### config.mk
export PLATFORM = sky130hd
export DESIGN_NAME = fetch_controller_flat
export DESIGN_NICKNAME = d
export VERILOG_FILES = /design/src/rtl/fetch_controller_if.sv /design/src/rtl/fetch_controller.sv /design/src/flat_wrapper.sv
export SDC_FILE = /design/constraint.sdc
export NUM_CORES = 1
export LEC_CHECK = 0
export CAP_MARGIN = 20
export CORE_MARGIN = 2
export CORE_UTILIZATION = 41
export DETAILED_ROUTE_END_ITERATION = 7
export GPL_TIMING_DRIVEN = 0
export PLACE_DENSITY_LB_ADDON = 0.3
export SLEW_MARGIN = 10
export SYNTH_ARGS = -nofsm -noshare
export SYNTH_HDL_FRONTEND = slang
export SYNTH_SLANG_ARGS = --single-unit
### constraint.sdc
create_clock -name clk -period 1.94 [get_ports clk]
set_input_delay 0.291 -clock clk [delete_from_list [all_inputs] [get_ports clk]]
set_output_delay 0.291 -clock clk [all_outputs]
set_load 0.01 [all_outputs]
### src/rtl/fetch_controller_if.sv
// Instruction memory port: request/ready for the address,
// rvalid/rdata for the returned word.
interface fetch_controller_if #(
    parameter int WIDTH = 32
);
    logic             imem_req;
    logic [WIDTH-1:0] imem_addr;
    logic             imem_ready;
    logic             imem_rvalid;
    logic [WIDTH-1:0] imem_rdata;

    modport master (
        output imem_req,
        output imem_addr,
        input  imem_ready,
        input  imem_rvalid,
        input  imem_rdata
    );

    modport slave (
        input  imem_req,
        input  imem_addr,
        output imem_ready,
        output imem_rvalid,
        output imem_rdata
    );
endinterface

### src/rtl/fetch_controller.sv
// IF stage sequencer: owns the PC, issues one fetch at a time,
// buffers the returned word and drives the IF/ID register controls.
module fetch_controller #(
    parameter int               WIDTH    = 32,
    parameter logic [WIDTH-1:0] RESET_PC = '0
) (
    input  logic             clk,
    input  logic             rst,
    input  logic             stall_id,
    input  logic             redirect_valid,
    input  logic [WIDTH-1:0] redirect_pc,
    fetch_controller_if.master mem,
    output logic [WIDTH-1:0] inst_if,
    output logic [WIDTH-1:0] pc_if,
    output logic [WIDTH-1:0] pc_plus_4_if,
    output logic             stall_if,
    output logic             flush_if
);
    typedef enum logic [1:0] {REQ, WAIT, DROP} state_t;

    localparam logic [WIDTH-1:0] FOUR  = WIDTH'(4);
    localparam logic [WIDTH-1:0] ALIGN = ~WIDTH'(3);

    state_t           state;
    state_t           state_n;
    logic [WIDTH-1:0] pc;
    logic [WIDTH-1:0] req_pc;
    logic             buf_valid;
    logic [WIDTH-1:0] buf_inst;
    logic [WIDTH-1:0] buf_pc;

    logic consume;
    logic req;
    logic fire;
    logic load;

    assign consume = buf_valid & ~stall_id & ~redirect_valid;
    assign req     = (state == REQ) & (~buf_valid | consume)
                   & ~redirect_valid;
    assign fire    = req & mem.imem_ready;
    // A response is only kept if no redirect lands in the same cycle.
    assign load    = (state == WAIT) & mem.imem_rvalid & ~redirect_valid;

    assign mem.imem_req  = req;
    assign mem.imem_addr = pc;

    assign inst_if      = buf_inst;
    assign pc_if        = buf_pc;
    assign pc_plus_4_if = buf_pc + FOUR;
    assign stall_if     = stall_id & ~redirect_valid;
    assign flush_if     = redirect_valid | (~buf_valid & ~stall_id);

    // FSM state register
    always_ff @(posedge clk) begin
        if (rst) state <= REQ;
        else     state <= state_n;
    end

    // Next-state: WAIT leaves on any rvalid; a redirect with no
    // response yet must still swallow the stale one in DROP.
    always_comb begin
        state_n = state;
        unique case (state)
            REQ:  if (fire) state_n = WAIT;
            WAIT: begin
                if (mem.imem_rvalid)     state_n = REQ;
                else if (redirect_valid) state_n = DROP;
            end
            DROP: if (mem.imem_rvalid) state_n = REQ;
            default: state_n = REQ;
        endcase
    end

    // PC, in-flight address and one-entry instruction buffer
    always_ff @(posedge clk) begin
        if (rst) begin
            pc        <= RESET_PC;
            req_pc    <= '0;
            buf_valid <= 1'b0;
            buf_inst  <= '0;
            buf_pc    <= '0;
        end else begin
            if (fire) begin
                req_pc <= pc;
                pc     <= pc + FOUR;
            end
            if (redirect_valid) begin
                pc <= redirect_pc & ALIGN;
            end
            if (redirect_valid) begin
                buf_valid <= 1'b0;
            end else if (load) begin
                buf_valid <= 1'b1;
                buf_inst  <= mem.imem_rdata;
                buf_pc    <= req_pc;
            end else if (consume) begin
                buf_valid <= 1'b0;
            end
        end
    end
endmodule
### src/flat_wrapper.sv
// flat-port wrapper written by rule: the top's interface ports become plain ports
module fetch_controller_flat 
#(
    parameter int               WIDTH    = 32,
    parameter logic [WIDTH-1:0] RESET_PC = '0
)
  (clk, rst, stall_id, redirect_valid, redirect_pc, inst_if, pc_if, pc_plus_4_if, stall_if, flush_if, mem_imem_req, mem_imem_addr, mem_imem_ready, mem_imem_rvalid, mem_imem_rdata);
  fetch_controller_if #(.WIDTH(WIDTH)) mem_i ();
  input  logic clk;
  input  logic rst;
  input  logic stall_id;
  input  logic redirect_valid;
  input  logic [WIDTH-1:0] redirect_pc;
  output logic [WIDTH-1:0] inst_if;
  output logic [WIDTH-1:0] pc_if;
  output logic [WIDTH-1:0] pc_plus_4_if;
  output logic stall_if;
  output logic flush_if;
  output wire logic [$bits(mem_i.imem_req)-1:0] mem_imem_req;
  output wire logic [$bits(mem_i.imem_addr)-1:0] mem_imem_addr;
  input wire logic [$bits(mem_i.imem_ready)-1:0] mem_imem_ready;
  input wire logic [$bits(mem_i.imem_rvalid)-1:0] mem_imem_rvalid;
  input wire logic [$bits(mem_i.imem_rdata)-1:0] mem_imem_rdata;
  assign mem_imem_req = mem_i.imem_req;
  assign mem_imem_addr = mem_i.imem_addr;
  assign mem_i.imem_ready = mem_imem_ready;
  assign mem_i.imem_rvalid = mem_imem_rvalid;
  assign mem_i.imem_rdata = mem_imem_rdata;
  fetch_controller #(.WIDTH(WIDTH), .RESET_PC(RESET_PC)) u_core (.clk(clk), .rst(rst), .stall_id(stall_id), .redirect_valid(redirect_valid), .redirect_pc(redirect_pc), .mem(mem_i), .inst_if(inst_if), .pc_if(pc_if), .pc_plus_4_if(pc_plus_4_if), .stall_if(stall_if), .flush_if(flush_if));
endmodule
==> results_dict.tcl <==
set metrics [dict create \
    fp.dieArea_um2 14700 \
    grt_pass1_vias 5792 \
    drt_iter0_drc 488 \
    final_hold_viol_count 0 \
    top_level_ports 201 \
    rsz0062_at_grt "true" \
    cts_buffers 17 \
    critical_path.cell_chain "nand2_1 > nor3_4 > nand3_4 > buf_6 > nor4_4 > xor2_1 > buf_2" \
    finalMaxSlewViolations 0 \
    finish.net_count 1054 \
    ctsLongestPathBuffers 2 \
    grt_use_met1_pct 32.4 \
    p_leak_nw 3.34 \
    busiest_layer "met2" \
    timing.final.crit_period_ps 2360 \
    largest_net_degree_at_the_start_of_global_routing 17 \
    hp-start "stall_id" \
    drt-total-wl_um 18300 \
    antenna_cells_inserted 0 \
    power.density_nw_per_um2 733 \
    hold_path.class "in -> reg" \
    timing.clock.skew_ps 12.8 \
    yosys.area.top_type_share_pct 44.2 \
    drt_first_pass_iters 5 \
    cts_htree_levels 4 \
    failing_checks "setup timing" \
    max_cap_violations 0 \
    run_status "complete, but fails checks" \
    place.port_buffers 192 \
    fp.dieH_um 121 \
    worstPathRequired_ps 1650 \
    critPathMaxStageDelay_ps 370 \
    synth_enable_flop_cells 0 \
    cpLargestDelayFamily "simple AND/OR/NAND/NOR gates" \
    preCtsSetupSlack_ps -1180 \
    residual_drc 0 \
    clock_tree.root_cell "sky130_fd_sc_hd__clkbuf_16" \
    vias_per_cell 5.17 \
    crit_arrival_ps 2070 \
    hpwl_reported_at_the_end_of_detailed_placement_um 12500 \
    synth.avg_cell_area_um2 7.66 \
    post_synth_inst_count 738 \
    path_clk_slew_ps 60 \
    dieWidth_um 121 \
    total_global_route_track_usage_pct 25.0 \
    initial_antenna_violation_count 0 \
    groute.layer.met3.usage_pct 5.17 \
    first_pass_grt_wire_length_um 28900 \
    tritoncts "built" \
    vias 6053 \
    final_gp_congestion 0.865 \
    final-setup-viol-count 21 \
    synth.yosys.warnings 0 \
    final_core_utilization_pct 66.8 \
    synth_area_um2 5660 \
    antenna_left 0 \
    synth_flop_cell "sky130_fd_sc_hd__dfxtp_1" \
    fin_ws_ps -420 \
    timing.rr.start "u_core.mem.imem_addr[8]" \
    skew_pair_late_insertion_delay_ps 410 \
    worstPathBufferInverterCount 2 \
    wl_per_cell_um 15.7 \
    timing_worst_setup_path_type "reg -> out" \
    design.core.area_um2 13300 \
    placementRows 42 \
    synth.distinct_cells 43 \
    area_delta_synth_final_pct 57.7 \
    peakVddDrop_v 0.000658 \
    post-synth-top-area-cell "sky130_fd_sc_hd__dfxtp_1" \
    holdBufCountCts 0 \
    synth.area.top_cells "sky130_fd_sc_hd__dfxtp_1 (44%), sky130_fd_sc_hd__nand2_1 (14%), sky130_fd_sc_hd__a21oi_1 (9.7%)" \
    effective_utilization_at_floorplan_pct 42.4 \
    detailed_place.area_um2 7870 \
    critical_path.max_fanout 5 \
    cp-start-kind "flop" \
    kind_of_end_point_of_the_critical_path "output pin" \
    period_share_pct 122 \
    numClockSinks 125 \
    async_reset_ff_share_pct 0 \
    timing.max_slew.rel_slack_pct 59.2 \
    final_power_w 0.00653 \
    tightest_slew_ps 612 \
    maxClockFrequency_mhz 424 \
    worst_path_max_delay_cell "sky130_fd_sc_hd__dfxtp_4" \
    fin_worst_hold_slack_ps 357 \
    synth.ff_latch_count 125 \
    stdcell_area_um2 8920 \
    timing.critical_path.from "u_core.pc_if[3]" \
    final_layout_size_suffix_gt1_share_pct 16.1 \
    use_met2_pct 40.9 \
    globalRouteOverflowTotal 0 \
    synth_sequential_area_ratio_pct 44.2 \
]
-- area by class of cell --
type / count / area [um2]
tap: 176 / 220
clock buffer: 25 / 485
timing repair buffer: 224 / 2070
buffer: 52 / 284
sequential: 125 / 2550
clock inverter: 6 / 109
inverter: 7 / 26.3
fill: 1144 / 4430
multi-input combinational: 555 / 3170
-- where the power goes --
part	total (W)	internal [W]	switching (W)
clock network	0.00319	0.00211	0.00107
logic	0.000627	0.000332	0.000295
registers	0.00272	0.00263	0.0000931
total	0.00653	0.00507	0.00146
-- cells in the final DEF (no fill, tap or decap), types with 4 or more instances in the layout --
cell type | netlist | routed
sky130_fd_sc_hd__dlygate4sd2_1 | 0 | 9
sky130_fd_sc_hd__nand2_1 | 217 | 216
sky130_fd_sc_hd__o21ai_0 | 7 | 7
sky130_fd_sc_hd__a31oi_1 | 5 | 5
sky130_fd_sc_hd__inv_1 | 7 | 7
sky130_fd_sc_hd__and4_4 | 0 | 4
sky130_fd_sc_hd__nor3_1 | 15 | 8
sky130_fd_sc_hd__dfxtp_1 | 125 | 105
sky130_fd_sc_hd__and3_1 | 11 | 10
sky130_fd_sc_hd__dfxtp_2 | 0 | 10
sky130_fd_sc_hd__o22ai_1 | 9 | 9
sky130_fd_sc_hd__nor3_2 | 0 | 6
sky130_fd_sc_hd__and2_1 | 4 | 4
sky130_fd_sc_hd__a21oi_1 | 110 | 110
sky130_fd_sc_hd__xor2_1 | 26 | 26
sky130_fd_sc_hd__clkbuf_2 | 0 | 6
sky130_fd_sc_hd__nor2_4 | 0 | 5
sky130_fd_sc_hd__clkdlybuf4s50_1 | 0 | 159
sky130_fd_sc_hd__clkbuf_16 | 0 | 17
sky130_fd_sc_hd__nor4_4 | 0 | 5
sky130_fd_sc_hd__nand4_1 | 18 | 18
sky130_fd_sc_hd__buf_4 | 6 | 28
sky130_fd_sc_hd__xnor2_1 | 15 | 14
sky130_fd_sc_hd__buf_2 | 3 | 23
sky130_fd_sc_hd__clkbuf_8 | 0 | 6
sky130_fd_sc_hd__nor2b_1 | 13 | 12
sky130_fd_sc_hd__nand3b_1 | 5 | 5
sky130_fd_sc_hd__a22oi_1 | 9 | 9
sky130_fd_sc_hd__nor2_1 | 18 | 11
sky130_fd_sc_hd__conb_1 | 1 | 6
sky130_fd_sc_hd__clkbuf_1 | 44 | 36
sky130_fd_sc_hd__buf_6 | 0 | 13
sky130_fd_sc_hd__dfxtp_4 | 0 | 10
sky130_fd_sc_hd__nand3_1 | 18 | 14
sky130_fd_sc_hd__and4_1 | 9 | 4
sky130_fd_sc_hd__or3_1 | 5 | 5
-- metrics by stage --
stage	setup TNS, ps	cells
2_1_floorplan	-43.4	743
6_report	-5950	1170
3_5_place_dp	-84590	1111
5_1_grt	-8180	1170
4_1_cts	-6140	1166
3_3_place_gp	-82050	1111
-- Yosys cell counts, types with 2 or more instances --
library cell	number
sky130_fd_sc_hd__nor2_1	18
sky130_fd_sc_hd__or3_1	5
sky130_fd_sc_hd__o221ai_1	3
sky130_fd_sc_hd__nor2b_1	13
sky130_fd_sc_hd__xor2_1	26
sky130_fd_sc_hd__nand3_1	18
sky130_fd_sc_hd__nand2_1	217
sky130_fd_sc_hd__buf_1	3
sky130_fd_sc_hd__inv_1	7
sky130_fd_sc_hd__dfxtp_1	125
sky130_fd_sc_hd__buf_4	6
sky130_fd_sc_hd__nand4_1	18
sky130_fd_sc_hd__nor3_1	15
sky130_fd_sc_hd__and3_1	11
sky130_fd_sc_hd__ha_1	2
sky130_fd_sc_hd__o21bai_1	2
sky130_fd_sc_hd__buf_2	3
sky130_fd_sc_hd__o21a_1	2
sky130_fd_sc_hd__clkbuf_1	44
sky130_fd_sc_hd__a21oi_1	110
sky130_fd_sc_hd__mux2i_1	2
sky130_fd_sc_hd__a222oi_1	2
sky130_fd_sc_hd__a31oi_1	5
sky130_fd_sc_hd__nand3b_1	5
sky130_fd_sc_hd__a22oi_1	9
sky130_fd_sc_hd__and2_1	4
sky130_fd_sc_hd__nor3b_1	3
sky130_fd_sc_hd__o22ai_1	9
sky130_fd_sc_hd__and4_1	9
sky130_fd_sc_hd__a21o_1	3
sky130_fd_sc_hd__a2bb2oi_1	2
sky130_fd_sc_hd__nor4_1	6
sky130_fd_sc_hd__o21ai_0	7
sky130_fd_sc_hd__xnor2_1	15
-- cells by family after synthesis --
logic type	Yosys count	synth area share, %
adder cells (fa/ha/maj)	2	0.442
XOR/XNOR	41	6.35
buffers and inverters	63	4.65
other	1	0.0663
AND/OR/NAND/NOR	346	27.8
flip-flops	125	44.2
multiplexers	2	0.354
AO/OA/AOI/OAI	158	16.1
-- sequential cells by signal, indices dropped and copies added, names as in the netlist --
register,count
u_core.pc_if,30
u_core.inst_if,32
u_core.req_pc,30
u_core.mem.imem_addr,30
u_core.buf_valid,1
u_core.state,2
-- metal layers --
layer | wire length [um] | share of wire (%) | vias to the layer above
met4 | 417 | 2.3 | 0
met3 | 1220 | 6.7 | 33
met5 | 0 | 0 | -
li1 | - | - | 2994
met1 | 7950 | 43 | 2783
met2 | 8750 | 48 | 243
-- path summary, 6_finish.rpt --
check	end	slack, ps	cells past startpoint
hold reg to reg	u_core.pc_if[7]	450	2
setup reg to reg	u_core.mem.imem_addr[15]	30	4
setup / recovery	pc_plus_4_if[29]	-420	7
hold / removal	u_core.buf_valid	360	3
-- worst reg2reg max path, stage by stage (launching register included) --
cell and delay [ps]:
sky130_fd_sc_hd__dfxtp_1 470, sky130_fd_sc_hd__nand4_1 310, sky130_fd_sc_hd__or4_4 590, sky130_fd_sc_hd__or3_1 320, sky130_fd_sc_hd__a31oi_1 160
-- repair_timing --
action | in CTS | in global routing
endpoints found under the hold margin | 0 | 0
gates resized for setup | 183 | 30
buffers inserted | 29 | 5
pin swaps | 17 | 10
endpoints found under the setup margin | 139 | 89
(Power assumes the default switching activity.)
